**src/rtl/sample_frame_buffer_if.sv**
```systemverilog
// Sample stream bundle between the music player, the frame buffer and the codec.
// The master drives samples and frame strobes; the slave returns readiness and output samples.
interface sample_frame_buffer_if;
  logic [15:0] sample_in;
  logic        sample_valid;
  logic        sample_ready;
  logic        new_frame;
  logic [15:0] sample_out;

  modport master (
    output sample_in,
    output sample_valid,
    output new_frame,
    input  sample_ready,
    input  sample_out
  );

  modport slave (
    input  sample_in,
    input  sample_valid,
    input  new_frame,
    output sample_ready,
    output sample_out
  );
endinterface

```
**src/rtl/sample_frame_buffer.sv**
```systemverilog
// Audio sample FIFO between the player and the codec.
// Primes to half-full before playback, then applies volume and mute on every frame.
module sample_frame_buffer #(
  parameter int DEPTH = 8,
  parameter int AW    = 3
) (
  input  logic                  clk,
  input  logic                  reset,
  sample_frame_buffer_if.slave  bus,
  input  logic [2:0]            volume,
  input  logic                  mute,
  output logic [AW:0]           level,
  output logic [7:0]            underflow_count,
  output logic                  overflow
);

  localparam logic [AW:0] FULL = (AW+1)'(DEPTH);
  localparam logic [AW:0] HALF = (AW+1)'(DEPTH / 2);

  typedef enum logic {
    PRIME = 1'b0,
    RUN   = 1'b1
  } state_t;

  state_t state;
  state_t state_nxt;

  logic [1:0]  rst_sync;
  logic        rst_n;

  logic [15:0] mem [DEPTH];
  logic [AW-1:0] wr_ptr;
  logic [AW-1:0] rd_ptr;

  logic        full;
  logic        wr_en;
  logic        rd_en;
  logic        uflow;
  logic signed [15:0] head;
  logic signed [15:0] scaled;
  logic [15:0] out_q;
  logic [15:0] out_nxt;

  // Assertion reaches the core immediately; release waits two clock edges.
  always_ff @(posedge clk or negedge reset) begin
    if (!reset) begin
      rst_sync <= 2'b00;
    end else begin
      rst_sync <= {rst_sync[0], 1'b1};
    end
  end

  assign rst_n = rst_sync[1];

  assign full             = (level == FULL);
  assign bus.sample_ready = !full;
  assign bus.sample_out   = out_q;

  assign wr_en = bus.sample_valid && !full;
  assign rd_en = bus.new_frame && (state == RUN) && (level != '0);
  assign uflow = bus.new_frame && (state == RUN) && (level == '0);

  assign head   = mem[rd_ptr];
  assign scaled = head >>> volume;

  always_comb begin
    state_nxt = state;
    unique case (state)
      PRIME: if (level >= HALF) state_nxt = RUN;
      RUN:   if (uflow) state_nxt = PRIME;
      default: state_nxt = PRIME;
    endcase
  end

  // Priming, underflow and mute all present silence on the frame.
  always_comb begin
    out_nxt = out_q;
    if (bus.new_frame) begin
      if (rd_en && !mute) begin
        out_nxt = scaled;
      end else begin
        out_nxt = '0;
      end
    end
  end

  always_ff @(posedge clk) begin
    if (wr_en) begin
      mem[wr_ptr] <= bus.sample_in;
    end
  end

  always_ff @(posedge clk or negedge rst_n) begin
    if (!rst_n) begin
      state           <= PRIME;
      wr_ptr          <= '0;
      rd_ptr          <= '0;
      level           <= '0;
      out_q           <= '0;
      underflow_count <= '0;
      overflow        <= 1'b0;
    end else begin
      state <= state_nxt;
      out_q <= out_nxt;
      if (wr_en) begin
        wr_ptr <= wr_ptr + 1'b1;
      end
      if (rd_en) begin
        rd_ptr <= rd_ptr + 1'b1;
      end
      unique case ({wr_en, rd_en})
        2'b10:   level <= level + 1'b1;
        2'b01:   level <= level - 1'b1;
        default: level <= level;
      endcase
      if (bus.sample_valid && full) begin
        overflow <= 1'b1;
      end
      if (uflow && (underflow_count != 8'hFF)) begin
        underflow_count <= underflow_count + 1'b1;
      end
    end
  end

endmodule

```
**src/flat_wrapper.sv**
```systemverilog
// flat-port wrapper written by rule: the top's interface ports become plain ports
module sample_frame_buffer_flat 
#(
  parameter int DEPTH = 8,
  parameter int AW    = 3
)
  (clk, reset, volume, mute, level, underflow_count, overflow, bus_sample_in, bus_sample_valid, bus_new_frame, bus_sample_ready, bus_sample_out);
  sample_frame_buffer_if bus_i ();
  input  logic clk;
  input  logic reset;
  input  logic [2:0] volume;
  input  logic mute;
  output logic [AW:0] level;
  output logic [7:0] underflow_count;
  output logic overflow;
  input wire logic [$bits(bus_i.sample_in)-1:0] bus_sample_in;
  input wire logic [$bits(bus_i.sample_valid)-1:0] bus_sample_valid;
  input wire logic [$bits(bus_i.new_frame)-1:0] bus_new_frame;
  output wire logic [$bits(bus_i.sample_ready)-1:0] bus_sample_ready;
  output wire logic [$bits(bus_i.sample_out)-1:0] bus_sample_out;
  assign bus_i.sample_in = bus_sample_in;
  assign bus_i.sample_valid = bus_sample_valid;
  assign bus_i.new_frame = bus_new_frame;
  assign bus_sample_ready = bus_i.sample_ready;
  assign bus_sample_out = bus_i.sample_out;
  sample_frame_buffer #(.DEPTH(DEPTH), .AW(AW)) u_core (.clk(clk), .reset(reset), .bus(bus_i), .volume(volume), .mute(mute), .level(level), .underflow_count(underflow_count), .overflow(overflow));
endmodule
```
**config.mk**
```make
export PLATFORM = sky130hd
export DESIGN_NAME = sample_frame_buffer_flat
export DESIGN_NICKNAME = d
export VERILOG_FILES = /design/src/rtl/sample_frame_buffer_if.sv /design/src/rtl/sample_frame_buffer.sv /design/src/flat_wrapper.sv
export SDC_FILE = /design/constraint.sdc
export NUM_CORES = 1
export LEC_CHECK = 0
export ABC_CLOCK_PERIOD_IN_PS = 1850
export BUFFER_PORTS_ARGS = -buffer_cell sky130_fd_sc_hd__buf_2
export CAP_MARGIN = 10
export CORE_MARGIN = 2
export CORE_UTILIZATION = 54
export CTS_CLUSTER_SIZE = 20
export DETAILED_ROUTE_END_ITERATION = 6
export GPL_ROUTABILITY_DRIVEN = 0
export GPL_TIMING_DRIVEN = 0
export MAX_ROUTING_LAYER = met4
export PLACE_DENSITY = 0.73
export RECOVER_POWER = 100
export SYNTH_ARGS = -nofsm -noshare
export SYNTH_HDL_FRONTEND = slang
export SYNTH_SLANG_ARGS = --single-unit
```
**constraint.sdc**
```tcl
create_clock -name clk -period 1.85 [get_ports clk]
set_clock_uncertainty 0.2 [all_clocks]
set_input_delay 0.0925 -clock clk [delete_from_list [all_inputs] [get_ports clk]]
set_output_delay 0.0925 -clock clk [all_outputs]
set_load 0.02 [all_outputs]
```
==> results of run 1 <==
routing by layer:
layer	track usage	vias to the layer above
met2	0.419	221
met4	0.0938	0
met3	0.0579	26
met5	-	-
li1	-	1935
met1	0.338	2229
metrics by stage:
step	setup slack, ns	hold WS (ns)	util	TNS (ns)
4_1_cts	-0.609	0.00491	0.752	-44.28
2_1_floorplan	-0.641	-0.403	-	-51.83
6_report	-0.709	0.0309	0.762	-62.60
3_5_place_dp	-0.855	-0.321	0.619	-61.24
5_1_grt	-0.804	0.0534	0.762	-68.49
3_3_place_gp	-1.44	-0.323	0.613	-98.44
cells in the mapped netlist, types with 2 or more instances:
library cell and n:
mux4_2 39, and2_1 4, clkbuf_1 8, and3_1 3, mux2_2 18, ha_1 6
xnor2_1 10, nand3b_1 3, or3_1 2, xor2_1 6, a21oi_1 4, nor2_1 10
nand2b_1 4, o21ai_1 6, mux2i_1 15, dfrtp_1 38, a32oi_1 2, nor3_1 8
o221ai_1 9, nand3_1 5, o2bb2ai_1 2, nor4_1 2, o21ai_0 4, mux2_1 2
inv_2 3, buf_6 2, edfxtp_1 128, buf_2 3, nand2_1 30, inv_1 9
power by group through the flow:
stage | registers (W) | logic, W | clock network [W]
after CTS | 0.00525 | 0.00650 | 0.00348
after global placement | 0.00526 | 0.00490 | 0
after global routing | 0.00536 | 0.00721 | 0.00366
after detailed placement | 0.00533 | 0.00507 | 0
final | 0.00529 | 0.00690 | 0.00346
after floorplan | 0.00551 | 0.00345 | 0
logic make-up after synthesis:
| kind of cell | Yosys count | share of synthesized area |
|---|---|---|
| adder cells (fa/ha/maj) | 6 | 0.0106 |
| XOR/XNOR | 16 | 0.0198 |
| AND/OR/NAND/NOR | 74 | 0.0503 |
| AO/OA/AOI/OAI | 38 | 0.0413 |
| flip-flops | 166 | 0.679 |
| other | 1 | 0.000531 |
| buffers and inverters | 27 | 0.0175 |
| multiplexers | 75 | 0.181 |
flip-flops by register name (all words and copies together) (netlist names):
name and flops:
u_core.mem 128, u_core.bus.sample_out 16, u_core.underflow_count 8, u_core.level 4
u_core.rd_ptr 3, u_core.wr_ptr 3, u_core.rst_sync 2, u_core.overflow 1
u_core.state 1
worst max-delay path, delay by kind of cell (launching register included):
| kind | cells | cell delay, ns |
|---|---|---|
| AO/OA/AOI/OAI | 1 | 0.15 |
| XOR/XNOR | 3 | 0.50 |
| adder cells (fa/ha/maj) | 2 | 0.43 |
| buffers and inverters | 1 | 0.12 |
| flip-flops | 1 | 0.43 |
| AND/OR/NAND/NOR | 3 | 0.61 |
timing repair:
action,in CTS,in global routing
resized for setup,75,27
pin swaps,28,26
gates cloned,6,0
endpoints found under the hold margin,144,0
hold buffers,26,0
buffers inserted,42,18
endpoints found under the setup margin,158,160
worst max-delay path by stage:
stage	startpoint	end	depth (start not counted)
after floorplan	u_core.level[1]$_DFFE_PN0P_	u_core.level[2]$_DFFE_PN0P_	10
after global placement	u_core.level[2]$_DFFE_PN0P_	u_core.mem[0][8]$_DFFE_PP_	3
after detailed placement	u_core.level[2]$_DFFE_PN0P_	u_core.level[2]$_DFFE_PN0P_	9
after CTS	u_core.rd_ptr[0]$_DFFE_PN0P_	u_core.bus.sample_out[0]$_DFFE_PN0P_	8
after global routing	u_core.level[1]$_DFFE_PN0P_	u_core.level[2]$_DFFE_PN0P_	10
final	u_core.level[1]$_DFFE_PN0P_	u_core.level[2]$_DFFE_PN0P_	10
area by class of cell:
| type | count | area (µm²) | area share |
|---|---|---|---|
| buffer | 13 | 130 | 0.0135 |
| clock buffer | 17 | 425 | 0.0441 |
| clock inverter | 15 | 153 | 0.0158 |
| inverter | 13 | 61.3 | 0.00635 |
| multi-input combinational | 210 | 2550 | 0.265 |
| sequential | 166 | 4800 | 0.497 |
| tap | 172 | 215 | 0.0223 |
| timing repair buffer | 143 | 1320 | 0.136 |
==> results.toml, run 1 <==
[status]
status = "finished, violations left"
violations = "negative setup slack"

[power]
switching_share = 0.344
power_w = 0.0156
vdd_drop_max_mv = 0.751
combPwrFrac = 0.441
switching_power_w = 0.00539
p_int_w = 0.0103
p_leak_nw = 3.52
power_density_mw_per_mm2 = 1620
seqPwrFrac = 0.338
clkPwrFrac = 0.221

[cts]
clock-sinks = 166
cts-root-buf = "clkbuf_16"
htreeDepth = 4
numCtsBuffers = 17
clk_pin_slew_ns = 0.07
cts_buffer_depth = 2
worstSkewPairLatency_ns = 0.43
cts_tree = "done"

[critical_path]
critical_path_peak_fanout = 3
slowest_delay_ns = 0.43
path_cells = "buf_6 > nor4_2 > nor2_1 > ha_4 > xor2_2 > ha_2 > a21oi_2 > xor2_1 > nor2_1 > xor2_1"
critical_path_class = "register to register"
cp_slowest_cell = "dfrtp_2"
worstPathRequired_ns = 1.97
reg2reg_to = "u_core.level[2]$_DFFE_PN0P_"
reg2reg_from = "u_core.level[1]$_DFFE_PN0P_"
rrSetupSlack_ns = -0.71
cp-end-kind = "register"
cp.arrival_ns = 2.67
start_kind = "register"
r2r_cells = 10

[synth]
synthesis.nets = 433
postSynthCellCount = 403
synth.largest_area_cell = "edfxtp_1"
netlist_top_cells_area = "edfxtp_1 54%, dfrtp_1 13%, mux4_2 12%"
synth_area_mm2 = 0.00706
synth_cell_types = 48
ys_async_sr_fraction = 0.229
avgSynthCellArea_um2 = 17.5
synth-edff-count = 128
synthFlopType = "edfxtp_1"
yosysTopAreaCellShare = 0.544
ys_seq_elements = 166
synth_warnings = 0
ys_seq_area_frac = 0.679

[place]
place_area_mm2 = 0.00784
numPortBuffers = 52
dp_cells = 629
post-dp-hpwl_um = 9290

[hold_path]
hp-start = "bus_new_frame"
hold_path.class = "input port to register"
whs_endpoint = "u_core.state$_DFF_PN0_"
min_path_cells = 3

[timing]
hold_viol_final = 0
slew_violations = 0
fmax_ghz = 0.391
min_period_over_period = 1.38
worst_pin_slew_ns = 0.804
slew_headroom = 0.464
fin_ws_ns = -0.709
rsz0062_at_grt = "yes"
finalSetupViolations = 159
period_needed_ns = 2.56

[global_route]
grt_pass1_vias = 4583
grt.total_usage = 0.263
grt_start_max_net_pins = 37
gr-total-overflow = 0
grt_pass1_wl_um = 26300
antenna_found_initial = 0

[detailed_routing]
wl_um = 17600
vias = 4411
drt-initial-drc-count = 528
wl_per_cell_um = 23.5
route.met3.wl_um = 1320
dr.pass1.iters = 5
vias_per_cell = 5.89
met2_wirelength_um = 9170
drtAntennaViolNets = 0
drc = 0
top_layer = "met4"
met1Wirelength_um = 6840

[floorplanning]
die_y_um = 118
rows = 41
core_region_area_mm2 = 0.0127
die_w_um = 118
initial_core_util = 0.558
dieArea_mm2 = 0.0140
ios = 54

[finish]
final_area_mm2 = 0.00965
final_cell_mix = "128 x edfxtp_1, 47 x clkbuf_1, 40 x mux4_2, 34 x dfrtp_1, 26 x dlygate4sd3_1"
diodes = 0
drive_gt1_frac = 0.406
fin_cells = 749
layout_commonest_cell = "edfxtp_1"
nets = 594
fill_cells = 716
syn2layout_area_growth_pct = 36.6

[flow_run]
cap_violations = 0
(Power assumes the default switching activity.)
==> run 2, diff against run 1 <==
- BUFFER_PORTS_ARGS: -buffer_cell sky130_fd_sc_hd__buf_2 -> default
- CORE_UTILIZATION: 54 -> 25
- DONT_BUFFER_PORTS: default -> 1
- PLACE_DENSITY: 0.73 -> default
- REMOVE_ABC_BUFFERS: default -> 1
==> run 2 against run 1 <==
Compared with the run above:
- the flow finishes with violations (negative hold slack, negative setup slack)
- critical endpoint is now u_core.mem[4][9]$_DFFE_PP_
- global-route usage down 14 points
- sequential power rose by 9.6%
- final cell count rose by 19%
==> results.toml, run 2 (synthesis results as in run 1) <==
[status]
status = "finished, violations left"
violations = "negative hold slack, negative setup slack"

[global_route]
grt_start_max_net_pins = 37
grt_pass1_wl_um = 26100
antenna_found_initial = 2
grt.total_usage = 0.126
grt_pass1_vias = 4252
gr-total-overflow = 0

[timing]
fin_ws_ns = -0.680
min_period_over_period = 1.37
holdWs_ns = -0.0595
worst_pin_slew_ns = 0.825
finalSetupViolations = 159
hold_viol_final = 4
period_needed_ns = 2.53
slew_headroom = 0.450
slew_violations = 0
rsz0062_at_grt = "yes"
fmax_ghz = 0.395

[detailed_routing]
drt-initial-drc-count = 383
drc = 0
wl_per_cell_um = 20.1
vias = 4183
dr.pass1.iters = 5
vias_per_cell = 4.71
drtAntennaViolNets = 0
wl_um = 17900

[cts]
worstSkewPairLatency_ns = 0.43
numCtsBuffers = 17
cts_buffer_depth = 2
clk_pin_slew_ns = 0.06
cts_tree = "done"
htreeDepth = 4
cts-root-buf = "clkbuf_16"
clock-sinks = 166

[floorplanning]
initial_core_util = 0.254
die_w_um = 172
die_y_um = 172
core_region_area_mm2 = 0.0278
rows = 61
dieArea_mm2 = 0.0296
ios = 54

[power]
power_w = 0.0152
seqPwrFrac = 0.382
switching_power_w = 0.00525
power_density_mw_per_mm2 = 1590
p_leak_nw = 3.30
vdd_drop_max_mv = 0.824
switching_share = 0.346
combPwrFrac = 0.397
clkPwrFrac = 0.220
p_int_w = 0.00991

[critical_path]
cp-end-kind = "register"
critPathCapture = "u_core.mem[4][9]$_DFFE_PP_"
rrSetupSlack_ns = -0.68
startpoint = "u_core.level[1]$_DFFE_PN0P_"
reg2reg_to = "u_core.mem[4][9]$_DFFE_PP_"
critical_path_class = "register to register"
start_kind = "register"
critical_path_peak_fanout = 7
cp.arrival_ns = 2.52
reg2reg_from = "u_core.level[1]$_DFFE_PN0P_"
r2r_cells = 10
worstPathRequired_ns = 1.84

[finish]
layout_commonest_cell = "edfxtp_1"
largest_register_ffs = 128
nets = 525
final_core_util = 0.344
syn2layout_area_growth_pct = 35.1
top_register = "u_core.mem"
drive_gt1_frac = 0.415
final_cell_mix = "128 x edfxtp_1, 40 x mux4_2, 30 x dfrtp_1, 27 x nand2_1, 27 x buf_6"

[place]
post-dp-hpwl_um = 11200
numPortBuffers = 0

[flow_run]
cap_violations = 0

[hold_path]
hold_path.class = "input port to register"
run 2: cell types whose count changed in the layout (fill, tap and decap cells not counted), sizes merged, moves of 2 or more:
cell / before / now
buf: 76 / 60
clkbuf: 71 / 22
clkinv: 7 / 4
diode: 0 / 2
run 2: layer usage:
| layer | up-vias | share of wire | global-route usage |
|---|---|---|---|
| li1 | 1800 | - | - |
| met1 | 2180 | 0.41 | 0.146 |
| met2 | 169 | 0.49 | 0.203 |
| met3 | 34 | 0.071 | 0.0391 |
| met4 | 0 | 0.033 | 0.0552 |
| met5 | - | 0 | - |
run 2: critical path: stages, from the launching register on:
cell	delay [ns]
dfrtp_2	0.50
or4b_4	0.66
nand2_8	0.10
buf_4	0.12
buf_4	0.12
inv_4	0.04
nand2_4	0.09
buf_6	0.12
nor3_4	0.04
buf_6	0.15
buf_8	0.14
run 2: worst min-delay path by stage:
| stage | from | end | cells after the start |
|---|---|---|---|
| floorplan | reset | u_core.rst_sync[0]$_DFF_PN0_ | 0 |
| global placement | reset | u_core.rst_sync[1]$_DFF_PN0_ | 0 |
| detailed placement | reset | u_core.rst_sync[1]$_DFF_PN0_ | 0 |
| CTS | bus_new_frame | u_core.bus.sample_out[14]$_DFFE_PN0P_ | 1 |
| global route | bus_sample_valid | u_core.level[0]$_DFFE_PN0P_ | 4 |
| finish | bus_sample_valid | u_core.level[0]$_DFFE_PN0P_ | 4 |
run 2: repair_timing:
item / 4_1_cts / 5_1_grt
endpoints found under the setup margin: 160 / 162
hold buffers: 24 / 1
buffers inserted: 30 / 11
pin swaps: 13 / 12
resized for setup: 86 / 47
hold endpoints to repair: 167 / 11
cloned: 6 / 1
run 2: area by class of cell:
class,count,area (µm²)
antenna,2,5.00
clock buffer,20,437
clock inverter,12,121
fill,2612,18200
inverter,13,55.1
multi-input combinational,210,2570
sequential,166,4810
tap,378,473
timing repair buffer,87,1070
run 2: through the flow:
step	cell area [µm²]	setup TNS [ns]	hold slack [ns]	worst slack [ns]	std cells
after CTS	9220	-65.11	-0.465	-0.655	874
final	9540	-79.01	-0.0595	-0.680	888
after global placement	7460	-347.06	-0.403	-3.59	767
after detailed placement	7730	-141.77	-0.403	-1.44	783
after global routing	9540	-88.82	-0.0656	-0.795	888
after floorplan	6990	-146.65	-0.403	-1.40	389
run 2: power groups by stage:
stage / clock, W / sequential, W / combinational [W]
2_1_floorplan: 0 / 0.00576 / 0.00263
3_3_place_gp: 0 / 0.00610 / 0.00338
3_5_place_dp: 0 / 0.00595 / 0.00391
4_1_cts: 0.00341 / 0.00578 / 0.00533
5_1_grt: 0.00358 / 0.00589 / 0.00640
6_report: 0.00334 / 0.00580 / 0.00602
==> run 3, diff against run 2 <==
--- a/constraint.sdc
+++ b/constraint.sdc
@@ -3,3 +3,3 @@
 set_input_delay 0.0925 -clock clk [delete_from_list [all_inputs] [get_ports clk]]
 set_output_delay 0.0925 -clock clk [all_outputs]
-set_load 0.02 [all_outputs]
+set_load 0.05 [all_outputs]
==> run 3 against run 2 <==
Compared with the run above:
- flip-flop and latch count unchanged
- the run ends with negative setup slack left
- critical path depth decreased by 1
- worst setup slack got worse by 0.12 ns
==> results.toml, run 3 (synthesis results as in run 1) <==
[critical_path]
critPathCapture = "u_core.level[2]$_DFFE_PN0P_"
cp.arrival_ns = 2.76
slowest_delay_ns = 0.71
reg2reg_to = "u_core.level[2]$_DFFE_PN0P_"
cp_slowest_cell = "or4b_4"
start_kind = "register"
critical_path_peak_fanout = 7
cp-end-kind = "register"
critical_path_class = "register to register"
path_common_cell = "xor2_1"
startpoint = "u_core.level[2]$_DFFE_PN0P_"
rrSetupSlack_ns = -0.80
reg2reg_from = "u_core.level[2]$_DFFE_PN0P_"
path_cells = "or4b_4 > nand2_8 > ha_4 > xor2_1 > ha_1 > a21oi_2 > xor2_1 > nor2_1 > xor2_1"
worstPathRequired_ns = 1.95
r2r_cells = 9

[power]
vdd_drop_max_mv = 0.917
power_w = 0.0158
combPwrFrac = 0.386
clkPwrFrac = 0.211
p_leak_nw = 3.32
switching_power_w = 0.00586
seqPwrFrac = 0.403
switching_share = 0.370
p_int_w = 0.00997
power_density_mw_per_mm2 = 1650

[detailed_routing]
met1Wirelength_um = 7100
drtAntennaViolNets = 0
vias_per_cell = 4.60
route.met3.wl_um = 1270
drt-initial-drc-count = 316
top_layer = "met4"
wl_um = 17700
met2_wirelength_um = 8840
drc = 0
vias = 4074
wl_per_cell_um = 19.9
dr.pass1.iters = 4

[floorplanning]
initial_core_util = 0.254
ios = 54
die_w_um = 172
rows = 61
die_y_um = 172
dieArea_mm2 = 0.0296
core_region_area_mm2 = 0.0278

[finish]
layout_commonest_cell = "edfxtp_1"
final_cell_mix = "128 x edfxtp_1, 40 x mux4_2, 30 x buf_6, 30 x dfrtp_1, 26 x nand2_1"
fill_cells = 2601
register_area_mm2 = 0.00482
nets = 523
largest_register_ffs = 128
multi_input_area_mm2 = 0.00260
drive_gt1_frac = 0.415
top_register = "u_core.mem"
syn2layout_area_growth_pct = 36.1
fin_cells = 886

[timing]
slew_violations = 0
finalSetupViolations = 159
slew_headroom = 0.454
worst_pin_slew_ns = 0.819
tns_ns = -94.39
fmax_ghz = 0.377
holdWs_ns = 0.0445
fin_ws_ns = -0.802
rsz0062_at_grt = "yes"
min_period_over_period = 1.43
hold_viol_final = 0
period_needed_ns = 2.65

[flow_run]
cap_violations = 0

[cts]
numCtsBuffers = 17
cts-root-buf = "clkbuf_16"
clock-sinks = 166
clk_pin_slew_ns = 0.06
htreeDepth = 4
worstSkewPairLatency_ns = 0.43
cts_tree = "done"
cts_buffer_depth = 2

[global_route]
grt_pass1_vias = 4254
gr-total-overflow = 0
antenna_found_initial = 2
grt.total_usage = 0.126
grt_pass1_wl_um = 26100
grt_start_max_net_pins = 37

[place]
numPortBuffers = 0
dp_cells = 783
post-dp-hpwl_um = 11200

[status]
violations = "negative setup slack"
status = "finished, violations left"

[hold_path]
hold_path.class = "input port to register"
## run 3: changes by cell type in the layout (fill, tap and decap cells not counted), sizes merged
cell / before / now
clkinv: 4 / 3
dlygate4sd3: 25 / 24
buf: 60 / 58
dlymetal6s2s: 0 / 1
inv: 16 / 17
## run 3: final cells by class
cell class | instances | share of cell area
Clock buffer | 20 | 0.0454
Timing Repair Buffer | 85 | 0.114
Inverter | 13 | 0.00612
Antenna cell | 2 | 0.000521
Sequential cell | 166 | 0.501
Tap cell | 378 | 0.0492
Clock inverter | 12 | 0.0126
Multi-Input combinational cell | 210 | 0.271
## run 3: layer usage
layer  vias to the layer above  GRT usage
met5                         -          -
met4                         0     0.0468
met3                        27     0.0382
met2                       125      0.207
met1                      2118      0.147
li1                       1804          -
## run 3: critical path: cells and delay by family (launching register included)
| kind | cells | cell delay (ns) |
|---|---|---|
| adder cells (fa/ha/maj) | 2 | 0.33 |
| AO/OA/AOI/OAI | 1 | 0.12 |
| flip-flops | 1 | 0.59 |
| XOR/XNOR | 3 | 0.38 |
| AND/OR/NAND/NOR | 3 | 0.90 |
## run 3: worst min-delay path by stage
stage	from	end	slack, ns	depth (start not counted)
6_report	volume[1]	u_core.bus.sample_out[14]$_DFFE_PN0P_	0.04	4
5_1_grt	volume[1]	u_core.bus.sample_out[14]$_DFFE_PN0P_	0.05	4
4_1_cts	volume[1]	u_core.bus.sample_out[14]$_DFFE_PN0P_	0.02	4
3_5_place_dp	reset	u_core.rst_sync[1]$_DFF_PN0_	-0.40	0
3_3_place_gp	reset	u_core.rst_sync[1]$_DFF_PN0_	-0.40	0
2_1_floorplan	reset	u_core.rst_sync[0]$_DFF_PN0_	-0.40	0
## run 3: power by group through the flow
stage               registers [W]  logic, W  clock network, W
global placement          0.00666   0.00339                 0
CTS                       0.00638   0.00539           0.00341
floorplan                 0.00632   0.00265                 0
detailed placement        0.00651   0.00392                 0
finish                    0.00638   0.00612           0.00334
global route              0.00648   0.00651           0.00358
## run 3: repair_timing
action | 4_1_cts | 5_1_grt
hold buffers | 24 | 0
resized for setup | 107 | 39
pin swaps | 13 | 12
cloned | 6 | 2
endpoints found under the hold margin | 159 | 0
buffers inserted | 27 | 13
endpoints found under the setup margin | 164 | 162
## run 3: through the flow
step                cell area (µm²)   util  setup WS (ns)
floorplan                      6990      -          -1.79
global placement               7460  0.269          -3.98
detailed placement             7730  0.278          -1.74
CTS                            9300  0.335         -0.801
global route                   9610  0.346         -0.945
finish                         9610  0.346         -0.802
